### src/rtl/muldiv_unit.sv
// muldiv_unit: RV32M multiply/divide execution unit.
// Multiply takes two cycles; divide is a 32-step restoring divider.
module muldiv_unit #(
  parameter int XLEN = 32
) (
  input  logic            clk_i,
  input  logic            rst_i,
  input  logic            valid_i,
  input  logic [1:0]      is_muldiv_i,
  input  logic [2:0]      funct3_i,
  input  logic [XLEN-1:0] rs1_i,
  input  logic [XLEN-1:0] rs2_i,
  input  logic            flush_i,
  output logic            ready_o,
  output logic            busy_o,
  output logic            valid_o,
  output logic [XLEN-1:0] result_o
);

  localparam logic [1:0] S_IDLE = 2'd0;
  localparam logic [1:0] S_MUL  = 2'd1;
  localparam logic [1:0] S_DIV  = 2'd2;
  localparam logic [1:0] S_DONE = 2'd3;

  localparam logic [5:0] LAST_STEP = 6'(XLEN - 1);
  localparam logic [XLEN-1:0] INT_MIN = {1'b1, {(XLEN-1){1'b0}}};

  logic [1:0]      state;
  logic [5:0]      cnt_q;
  logic [1:0]      f3_q;
  logic [XLEN-1:0] op_a;
  logic [XLEN-1:0] op_b;
  logic [XLEN-1:0] rem_q;
  logic            qneg_q;
  logic            rneg_q;

  logic            mul_req;
  logic            div_req;
  logic            accept;
  logic            div_sgn;
  logic            a_neg;
  logic            b_neg;
  logic [XLEN-1:0] a_abs;
  logic [XLEN-1:0] b_abs;
  logic            div_zero;
  logic            div_ovf;
  logic [XLEN-1:0] spec_res;

  logic                   a_sx;
  logic                   b_sx;
  logic signed [XLEN:0]   mul_a;
  logic signed [XLEN:0]   mul_b;
  logic signed [2*XLEN+1:0] prod;
  logic [XLEN-1:0]        mul_res;

  logic [XLEN:0]   trial;
  logic            q_bit;
  logic [XLEN-1:0] rem_nxt;
  logic [XLEN-1:0] quo_nxt;
  logic [XLEN-1:0] quo_fin;
  logic [XLEN-1:0] rem_fin;
  logic [XLEN-1:0] div_res;

  logic unused_ok;

  assign ready_o = (state == S_IDLE);
  assign busy_o  = (state != S_IDLE);

  assign mul_req = (is_muldiv_i == 2'b01);
  assign div_req = (is_muldiv_i == 2'b10);
  assign accept  = valid_i & ready_o & ~flush_i
                 & (mul_req | div_req);

  // Divide operand preparation and special-case detection
  assign div_sgn  = ~funct3_i[0];
  assign a_neg    = div_sgn & rs1_i[XLEN-1];
  assign b_neg    = div_sgn & rs2_i[XLEN-1];
  assign a_abs    = a_neg ? (~rs1_i + 1'b1) : rs1_i;
  assign b_abs    = b_neg ? (~rs2_i + 1'b1) : rs2_i;
  assign div_zero = (rs2_i == '0);
  assign div_ovf  = div_sgn & (rs1_i == INT_MIN)
                  & (rs2_i == '1);

  // Zero divisor wins over overflow; rem flag is funct3[1]
  always_comb begin
    spec_res = '0;
    if (div_zero)
      spec_res = funct3_i[1] ? rs1_i : '1;
    else
      spec_res = funct3_i[1] ? '0 : INT_MIN;
  end

  // 33x33 signed product covers all four multiply flavours
  assign a_sx  = (f3_q == 2'b01) | (f3_q == 2'b10);
  assign b_sx  = (f3_q == 2'b01);
  assign mul_a = $signed({a_sx & op_a[XLEN-1], op_a});
  assign mul_b = $signed({b_sx & op_b[XLEN-1], op_b});
  assign prod  = mul_a * mul_b;

  // Low word for MUL, high word otherwise
  always_comb begin
    mul_res = prod[2*XLEN-1:XLEN];
    if (f3_q == 2'b00)
      mul_res = prod[XLEN-1:0];
  end

  // One restoring step: op_a shifts dividend out, quotient in
  always_comb begin
    trial   = {rem_q, op_a[XLEN-1]} - {1'b0, op_b};
    q_bit   = ~trial[XLEN];
    rem_nxt = {rem_q[XLEN-2:0], op_a[XLEN-1]};
    if (q_bit)
      rem_nxt = trial[XLEN-1:0];
    quo_nxt = {op_a[XLEN-2:0], q_bit};
  end

  // Sign fix-up applied to the final step's outputs
  always_comb begin
    quo_fin = qneg_q ? (~quo_nxt + 1'b1) : quo_nxt;
    rem_fin = rneg_q ? (~rem_nxt + 1'b1) : rem_nxt;
    div_res = f3_q[1] ? rem_fin : quo_fin;
  end

  // Control FSM, step counter and result/valid registers
  always_ff @(posedge clk_i) begin
    if (rst_i) begin
      state    <= S_IDLE;
      cnt_q    <= '0;
      valid_o  <= 1'b0;
      result_o <= '0;
    end else begin
      valid_o <= 1'b0;
      if (flush_i) begin
        state <= S_IDLE;
      end else begin
        unique case (state)
          S_IDLE: begin
            if (accept) begin
              if (mul_req) begin
                state <= S_MUL;
              end else if (div_zero | div_ovf) begin
                state    <= S_DONE;
                valid_o  <= 1'b1;
                result_o <= spec_res;
              end else begin
                state <= S_DIV;
                cnt_q <= '0;
              end
            end
          end
          S_MUL: begin
            state    <= S_DONE;
            valid_o  <= 1'b1;
            result_o <= mul_res;
          end
          S_DIV: begin
            cnt_q <= cnt_q + 6'd1;
            if (cnt_q == LAST_STEP) begin
              state    <= S_DONE;
              valid_o  <= 1'b1;
              result_o <= div_res;
            end
          end
          S_DONE: begin
            state <= S_IDLE;
          end
          default: begin
            state <= S_IDLE;
          end
        endcase
      end
    end
  end

  // Operand capture on accept, divider shift while dividing
  always_ff @(posedge clk_i) begin
    if (rst_i) begin
      f3_q   <= '0;
      op_a   <= '0;
      op_b   <= '0;
      rem_q  <= '0;
      qneg_q <= 1'b0;
      rneg_q <= 1'b0;
    end else if (accept) begin
      f3_q <= funct3_i[1:0];
      if (mul_req) begin
        op_a <= rs1_i;
        op_b <= rs2_i;
      end else begin
        op_a   <= a_abs;
        op_b   <= b_abs;
        rem_q  <= '0;
        qneg_q <= a_neg ^ b_neg;
        rneg_q <= a_neg;
      end
    end else if (state == S_DIV) begin
      op_a  <= quo_nxt;
      rem_q <= rem_nxt;
    end
  end

  // funct3[2] is implied by the class; top product bits never used
  assign unused_ok = ^{funct3_i[2], prod[2*XLEN+1:2*XLEN]};

endmodule

### config.mk
export PLATFORM = sky130hd
export DESIGN_NAME = muldiv_unit
export DESIGN_NICKNAME = d
export VERILOG_FILES = /design/src/rtl/muldiv_unit.sv
export SDC_FILE = /design/constraint.sdc
export NUM_CORES = 2
export LEC_CHECK = 0
export BUFFER_PORTS_ARGS = -buffer_cell sky130_fd_sc_hd__buf_2
export CORE_MARGIN = 3
export CORE_UTILIZATION = 63
export CTS_CLUSTER_DIAMETER = 120
export CTS_CLUSTER_SIZE = 24
export DETAILED_ROUTE_END_ITERATION = 12
export PLACE_DENSITY = 0.88
export SYNTH_ARGS = -nofsm -noshare
export SYNTH_HDL_FRONTEND = slang
export SYNTH_SLANG_ARGS = --single-unit
### constraint.sdc
create_clock -name clk_i -period 24.3 [get_ports clk_i]
set_input_delay 0 -clock clk_i [delete_from_list [all_inputs] [get_ports clk_i]]
set_output_delay 0 -clock clk_i [all_outputs]
set_load 0.02 [all_outputs]
==> out/qor.txt <==
Clock Path Buffers: 2
FFs w/ async S/R, synth: 0%
Post-DP HPWL: 125.4 mm
Post-synth top flop: dfxtp_1
Syn_nets: 7436
Syn avg cell area: 8.413 µm²
Yosys cell types: 100
Largest family of logic cells by synthesized area: adder cells
Vias per inst: 6.257
Yosys warnings: 0
CP arrival: 12.03 ns
Buffers on Ports: 106
Worst Setup Start Kind: register
Total Wirelength: 163.6 mm
Final setup viols: 0
Reg2reg start: f3_q[1]
Start point of the worst hold path: rs2_i[25]
Pwr/cell area: 24.43 nW/µm²
Initial cell density of the core: 64.29%
# IOs: 108
Grt ovf: 0
Post-synth EDFFs: 0
Non-filler cells, final: 6929
Crit. End Element: register
Hold worst-path end: op_b[25]
Sequential area share after synthesis: 5.612%
Post_cts resized: 0
Drt pass-1 iters: 9
Iter 0 DRT Violations: 5054
Hold depth: 3
Max Clock Freq: 85.21 MHz
Largest cells by area after synthesis: fa_1, inv_1, nand2_1, ha_1, dfxtp_1
CP dominant cell by count: fa_1
Most area-hungry cell type in the Yosys netlist: fa_1
Core area: 78230 µm²
Mapped cell area: 50290 µm²
Worst Hold Class: input pin to register
Die extent in y: 288.5 µm
Worst EP required: 24.59 ns
Die area: 83260 µm²
Post-CTS Hold Buffers: 48
Net Sw Power: 0.0006596 W
Seq pwr share: 19.5%
Post-synthesis mux area share: 1.027%
Vias: 43350
Fraction of layout cells with a size suffix above 1: 4.898%
Worst-path fanout max: 18
Xor/xnor share of the synthesized area: 3.291%
Global-route wire length before repair: 258.1 mm
Multi-input gate area: 41320 µm²
Clock skew: 0.01763 ns
Final Hold Fails: 0
Category of the most critical setup path: register to register
Drt wl/cell: 23.62 µm
Clk Latency, worst-skew pair: 0.45 ns
Sw Share: 51.45%
DRC: 0
P_leak: 24.21 nW
Synth Area in Compound Gates: 9.916%
TritonCTS clock tree: built
H-tree Lvls: 4
Setup Buffers After CTS: 0
Relative max-transition margin: 9.990%
Cts bufs inserted: 17
Final ANT Viol Nets: 0
# fillers: 5934
Largest net degree at the start of global routing: 70
Tot GR Track Use: 40.79%
Most frequent cells in the layout: inv_1, fa_1, nand2_1
Max_cap viols: 0
Clk network pwr share: 21.3%
Register-to-Register Path Depth: 32
Fin crit period: 11.74 ns
Die X-Extent: 288.5 µm
Status: finished, final reports clean
Root Driver: clkbuf_16
Clk pin slew, worst setup/hold paths: 0.07 ns
Comb power frac: 59.3%
Adder-cell share of the synthesized area: 51.26%
Pint: 0.0006225 W
Area growth syn-to-layout: 4.341%
CP max-delay cell: ha_1
FF/Latch Area: 2824 µm²
Synth Area in Simple Gates: 16.61%
Place WS: 13.23 ns
#FFs+latches synth: 141
Worst reg2reg path endpoint: result_o[29]
Final Worst Setup Slack: 12.56 ns
Synth top area share: 44.82%
Setup TNS: 0 ns
RSZ-0062 raised after global routing: no
Placed Cells: 6840
GP Congestion: 1.045
FP Rows: 102
Synthesized instance count: 5978
Peak VDD IR: 0.05051 mV
Critical path's largest stage delay: 1.15 ns
Worst Tran Pin Value: 1.345 ns
Clock sink count: 141
Vias in the first global route: 46830
Worst reg-to-reg setup slack: 12.56 ns
Initial antenna violation count: 9
Most common cell after layout, fill and taps aside: inv_1
Nets@finish: 7325
Final Slew Violations: 0
Final period util: 48.29%
[Yosys cell counts (56+ instances only)]
library cell  count
xnor2_1         115
xor2_1           74
clkbuf_1        304
and2_1          249
dfxtp_1         141
ha_1            259
inv_1          1253
a211oi_1         74
fa_1           1126
a21oi_1         172
nor2_1          275
nor3_1           56
nand2_1         990
o21ai_0         144
[through the flow]
step | hold slack [ns] | cell area (µm²) | power (W) | utilization, %
2_1_floorplan | 0.07847 | 50290 | 0.0007216 | -
3_3_place_gp | 0.2843 | 51390 | 0.0009516 | 65.69
3_5_place_dp | 0.2951 | 51390 | 0.0009735 | 65.69
4_1_cts | 0.001408 | 52460 | 0.001248 | 67.05
5_1_grt | 0.03120 | 52470 | 0.001342 | 67.06
6_report | 0.01329 | 52480 | 0.001282 | 67.08
[routing by layer]
layer	share of wire (%)	up-vias	routed length [µm]	global-route usage (%)
li1	-	18010	-	-
met1	34	21250	55390	50.22
met2	45	3147	73590	63.88
met3	12	947	19910	9.621
met4	9.0	2	14740	28.37
met5	0.0079	-	13	0
[registers in the layout, indices dropped and copies added (netlist names)]
name and count:
cnt_q 6, f3_q 2, op_a 32, op_b 32, qneg_q 1, rem_q 32
result_o 32, rneg_q 1, state 2, valid_o 1
[power groups by stage]
stage          sequential (W)  clock, W  combinational, W
5_1_grt              0.000250  0.000279          0.000812
6_report             0.000250  0.000272          0.000760
4_1_cts              0.000249  0.000268          0.000730
2_1_floorplan        0.000248         0          0.000474
3_5_place_dp         0.000254         0          0.000719
3_3_place_gp         0.000254         0          0.000698
[critical path, delay by kind of cell (launching register included)]
kind                     cells  cell delay (ns)
adder cells (fa/ha/maj)     10             5.92
AO/OA/AOI/OAI               10             2.70
flip-flops                   1             0.34
AND/OR/NAND/NOR              3             0.58
buffers and inverters        9             2.04
[logic make-up (layout without fill, tap and decap cells)]
group / count (synthesis) / after routing
simple gates: 1832 / 1832
fa+ha+maj: 1385 / 1385
xor+xnor: 189 / 189
compound gates: 746 / 746
mux: 51 / 51
flops: 141 / 141
buf+inv: 1634 / 1536
other cells: 0 / 9
[final cells by class]
type,count,area share (%)
Multi-Input combinational cell,4203,78.74
Tap cell,1040,2.480
Inverter,1258,8.998
Timing Repair Buffer,246,3.247
Sequential cell,141,5.381
Antenna cell,9,0.04292
Clock inverter,13,0.2503
Clock buffer,19,0.8631
[worst max-delay path by stage]
| stage | from | endpoint | slack, ns | cells after the start |
|---|---|---|---|---|
| final | f3_q[1] | result_o[29] | 12.56 | 32 |
| after global routing | f3_q[1] | result_o[29] | 12.40 | 32 |
| after CTS | f3_q[1] | result_o[29] | 13.14 | 32 |
| after detailed placement | f3_q[1] | result_o[29] | 13.23 | 32 |
| after global placement | f3_q[1] | result_o[29] | 13.48 | 32 |
| after floorplan | f3_q[1] | result_o[27] | 15.20 | 34 |
(Power assumes the default switching activity.)
